<file path="config.mk">
export PLATFORM = sky130hd
export DESIGN_NAME = cond_compare_pipe
export DESIGN_NICKNAME = d
export VERILOG_FILES = /design/src/rtl/cond_compare_pipe.sv
export SDC_FILE = /design/constraint.sdc
export NUM_CORES = 1
export LEC_CHECK = 0
export ABC_AREA = 1
export ABC_CLOCK_PERIOD_IN_PS = 1910
export CAP_MARGIN = 20
export CORE_ASPECT_RATIO = 1.5
export CORE_UTILIZATION = 45
export CTS_CLUSTER_DIAMETER = 200
export DETAILED_ROUTE_END_ITERATION = 12
export PLACE_DENSITY = 0.89
export SYNTH_ARGS = -nofsm -noshare
export SYNTH_HDL_FRONTEND = slang
export SYNTH_SLANG_ARGS = --single-unit
</file>
<file path="constraint.sdc">
create_clock -name clk -period 1.91 [get_ports clk]
set_clock_uncertainty 0.15 [all_clocks]
set_input_delay 0.2865 -clock clk [delete_from_list [all_inputs] [get_ports clk]]
set_output_delay 0.2865 -clock clk [all_outputs]
set_load 0.02 [all_outputs]
</file>
<file path="src/rtl/cond_compare_pipe.sv">
// Evaluates a condition code over two operands and reports the outcome as a 1-bit result; counts consumed true results.
// Latency: one cycle, one result per cycle. Backpressure: a held result stalls input via in_ready = !out_valid || out_ready.
module cond_compare_pipe #(
  parameter int WIDTH = 8,
  parameter int CNT_W = 16
) (
  input  logic             clk,
  input  logic             rst,
  input  logic             in_valid,
  output logic             in_ready,
  input  logic [WIDTH-1:0] a,
  input  logic [WIDTH-1:0] b,
  input  logic [3:0]       cond,
  output logic             out_valid,
  input  logic             out_ready,
  output logic             result,
  input  logic             clr_count,
  output logic [CNT_W-1:0] hit_count
);

  logic eq;
  logic lt;
  logic eval;
  logic in_xfer;
  logic out_xfer;

  // cond[3] selects unsigned ordering; equality tests are sign-agnostic
  always_comb begin
    eq = (a == b);
    lt = cond[3] ? (a < b) : ($signed(a) < $signed(b));
    eval = 1'b0;
    case (cond[2:0])
      3'b000: eval = 1'b0;
      3'b001: eval = eq;
      3'b010: eval = lt;
      3'b011: eval = lt | eq;
      3'b100: eval = 1'b1;
      3'b101: eval = !eq;
      3'b110: eval = !lt;
      3'b111: eval = !(lt | eq);
      default: eval = 1'b0;
    endcase
  end

  assign in_ready = !out_valid || out_ready;
  assign in_xfer  = in_valid && in_ready;
  assign out_xfer = out_valid && out_ready;

  always_ff @(posedge clk or posedge rst) begin
    if (rst) begin
      out_valid <= 1'b0;
      result    <= 1'b0;
    end else if (in_xfer) begin
      out_valid <= 1'b1;
      result    <= eval;
    end else if (out_xfer) begin
      out_valid <= 1'b0;
    end
  end

  // clear wins over a coincident increment; the count sticks at all-ones
  always_ff @(posedge clk or posedge rst) begin
    if (rst) begin
      hit_count <= '0;
    end else if (clr_count) begin
      hit_count <= '0;
    end else if (out_xfer && result && (hit_count != {CNT_W{1'b1}})) begin
      hit_count <= hit_count + CNT_W'(1);
    end
  end

endmodule

</file>
==> results.sh <==
export IMPL_reg2regPathDepth=11
export IMPL_worst_endpoint_arrival_ns=2.01
export IMPL_dp_hpwl_mm=2.54
export IMPL_cts_tree="done"
export IMPL_end_kind="register"
export IMPL_drt_iter0_markers=37
export IMPL_cts_clk_slew_worst_paths_ns=0.07
export IMPL_finish_utilization_pct=81.0
export IMPL_cp_required_ns=1.90
export IMPL_start_kind="register"
export IMPL_slew_headroom_pct=74.9
export IMPL_r2r_start="hit_count[0]$_DFFE_PP0P_"
export IMPL_fin_tns_setup_ns=-0.131
export IMPL_htreeDepth=1
export IMPL_power_frac_seq_pct=39.3
export IMPL_dr_pass1_iters=4
export IMPL_fin_crit_sh_pct=106
export IMPL_ant_nets=0
export IMPL_drv_slew=0
export IMPL_critPathKind="register to register"
export IMPL_drc=0
export IMPL_combPwrFrac_pct=29.7
export IMPL_crit_start="hit_count[0]$_DFFE_PP0P_"
export IMPL_status="finished with violations"
export IMPL_vias=1471
export IMPL_synth_seq_cells=18
export IMPL_grtUsageTotal_pct=23.3
export IMPL_wl_mm=4.00
export IMPL_fin_crit_ns=2.02
export IMPL_grt_max_degree=19
export IMPL_maxCapViolCount=0
export IMPL_ys_seq_area_share_pct=33.9
export IMPL_wire_per_inst_microns=14.6
export IMPL_rrSetupSlack_ns=-0.11
export IMPL_hp_class="primary input to asynchronous set/reset pin"
export IMPL_total_leakage_power_nw=1.10
export IMPL_setup_viol=2
export IMPL_fmax_mhz=495
export IMPL_final_common_cell="nand2_1"
export IMPL_postSynthAreaPerCell_sq_um=7.42
export IMPL_grt_pass1_wl_mm=5.20
export IMPL_synth_cell_types=30
export IMPL_clkPwrFrac_pct=31.0
export IMPL_fill_cells=174
export IMPL_netlist_area_sq_mm=0.00133
export IMPL_insertion_delay_ns=0.26
export IMPL_powerDensity_mw_per_mm2=461
export IMPL_layout_common_cells="nand2_1, clkdlybuf4s50_1, inv_1, dfrtp_1, dlymetal6s2s_1"
export IMPL_antenna_found_initial=0
export IMPL_violations="negative setup slack"
export IMPL_fin_nets=272
export IMPL_pin_count=44
export IMPL_grt_pass1_vias=1293
export IMPL_tightest_slew_ns=0.374
export IMPL_die_w_microns=46.4
export IMPL_cts_sinks=18
export IMPL_ir_worst_vdd_v=0.000472
export IMPL_p_int_w=0.000720
export IMPL_rows=23
export IMPL_core_sq_mm=0.00273
export IMPL_clockBufferDepth=2
export IMPL_rsz0062_at_grt="yes"
export IMPL_grt_overflow_total=0
export IMPL_ys_warn_count=0
export IMPL_routed_via_density=5.37
export IMPL_cts_buffers=3
export IMPL_hold_buffers=0
export IMPL_cts_root_buf="clkbuf_8"
export IMPL_placed_cells=266
export IMPL_die_h_microns=68.6
export IMPL_power_switching_w=0.000299
export IMPL_final_cells=274
export IMPL_crit_fanout=5
export IMPL_syn_nets=213
export IMPL_timing_rr_end="hit_count[3]$_DFFE_PP0P_"
export IMPL_die_area_sq_mm=0.00318
export IMPL_place_congestion=0.901
export IMPL_initial_core_util_pct=48.6
export IMPL_power_share_switching_pct=29.4
export IMPL_synthCells=179
export IMPL_syn2layout_area_growth_pct=66.6
export IMPL_hold_violations=0
export IMPL_drive_gt1_share_pct=29.1
export IMPL_fin_ws_ns=-0.112
export IMPL_port_buffers=43
export IMPL_n_antenna_cell=0
## cell type report
| type | count | area, sq um | area share (%) |
|---|---|---|---|
| Clock buffer | 4 | 55.1 | 2.49 |
| Inverter | 28 | 110 | 4.97 |
| Multi-Input combinational cell | 131 | 981 | 44.3 |
| Sequential cell | 18 | 450 | 20.4 |
| Tap cell | 37 | 46.3 | 2.09 |
| Timing Repair Buffer | 56 | 571 | 25.8 |
## critical path: stages (launching register included)
cell and delay [ns]:
dfrtp_1 0.38, ha_2 0.21, nand3_2 0.11, nor2_4 0.16, nand2_4 0.08, nor2_4 0.14, nand2_4 0.09, nand2_8 0.12
buf_6 0.13, nor2_1 0.06, o21ai_1 0.19, a21oi_1 0.07
## synth_stat cells
master | instances | area share, %
buf_8 | 1 | 1.1
dfrtp_1 | 18 | 34
a21o_1 | 1 | 0.57
a21oi_2 | 1 | 0.66
nor2_2 | 1 | 0.47
nand2_2 | 1 | 0.47
nand3_1 | 13 | 4.9
o21ai_1 | 4 | 1.5
nor4_1 | 1 | 0.47
nor2_1 | 20 | 5.6
inv_1 | 26 | 7.3
a31oi_1 | 2 | 0.94
xor2_1 | 5 | 3.3
o21bai_1 | 1 | 0.57
nor2_4 | 2 | 1.7
o31ai_1 | 4 | 2.3
a21oi_1 | 8 | 3.0
nor3_2 | 2 | 1.5
xnor2_1 | 2 | 1.3
nand2_1 | 41 | 12
nor3_1 | 1 | 0.38
ha_1 | 9 | 8.5
nand3_2 | 1 | 0.75
o21ai_0 | 5 | 1.9
nand4_1 | 2 | 0.94
inv_2 | 1 | 0.28
nand2_4 | 3 | 2.5
buf_2 | 1 | 0.38
and3_4 | 1 | 0.85
clkinv_1 | 1 | 0.28
## layer usage
metal	up-vias	wire length [microns]	GRT usage [%]
met4	0	170	14.3
met2	58	2280	45.1
met3	14	164	4.43
li1	699	-	-
met5	-	0	0
met1	700	1380	20.6
## power groups by stage
stage / Combinational, W / Clock, W / Sequential (W)
finish: 0.000303 / 0.000316 / 0.000401
global route: 0.000328 / 0.000332 / 0.000401
CTS: 0.000232 / 0.000316 / 0.000400
detailed placement: 0.000229 / 0 / 0.000407
global placement: 0.000223 / 0 / 0.000406
floorplan: 0.000100 / 0 / 0.000421
## cells by family (layout without fill, tap and decap cells)
kind of cell	Yosys count	count (layout)	share of synthesized area, %
xor gates and xnor gates	7	7	4.61
buffers and inverters	30	88	9.41
AOI/OAI and AO/OA	26	26	11.4
adders and majority gates	9	9	8.47
and+or+nand+nor	89	89	32.2
DFF	18	18	33.9
## worst max path at each step
stage	to	slack [ns]	cells past startpoint
CTS	result$_DFFE_PP0P_	-0.03	12
floorplan	hit_count[3]$_DFFE_PP0P_	0.02	11
detailed placement	result$_DFFE_PP0P_	-0.35	12
global placement	result$_DFFE_PP0P_	-0.25	12
global route	hit_count[3]$_DFFE_PP0P_	-0.18	11
finish	hit_count[3]$_DFFE_PP0P_	-0.11	11
## stage by stage
| stage | hold slack, ns | total power [W] | setup WS, ns | instance area (sq um) |
|---|---|---|---|---|
| 2_1_floorplan | 0.0751 | 0.000521 | 0.0159 | 1330 |
| 3_3_place_gp | 0.350 | 0.000628 | -0.248 | 1850 |
| 3_5_place_dp | 0.367 | 0.000636 | -0.345 | 1850 |
| 4_1_cts | 0.231 | 0.000947 | -0.0300 | 1920 |
| 5_1_grt | 0.269 | 0.00106 | -0.185 | 2210 |
| 6_report | 0.223 | 0.00102 | -0.112 | 2210 |
## sequential cells by signal, indices dropped and copies added, names as in the netlist
register / count
out_valid: 1
hit_count: 16
result: 1
## what timing repair did
action / in CTS / in global routing
pin swaps: 2 / 23
setup endpoints to repair: 2 / 6
setup buffers: 0 / 4
resized for setup: 3 / 68
Note: power is estimated with default switching activity, not from simulation.
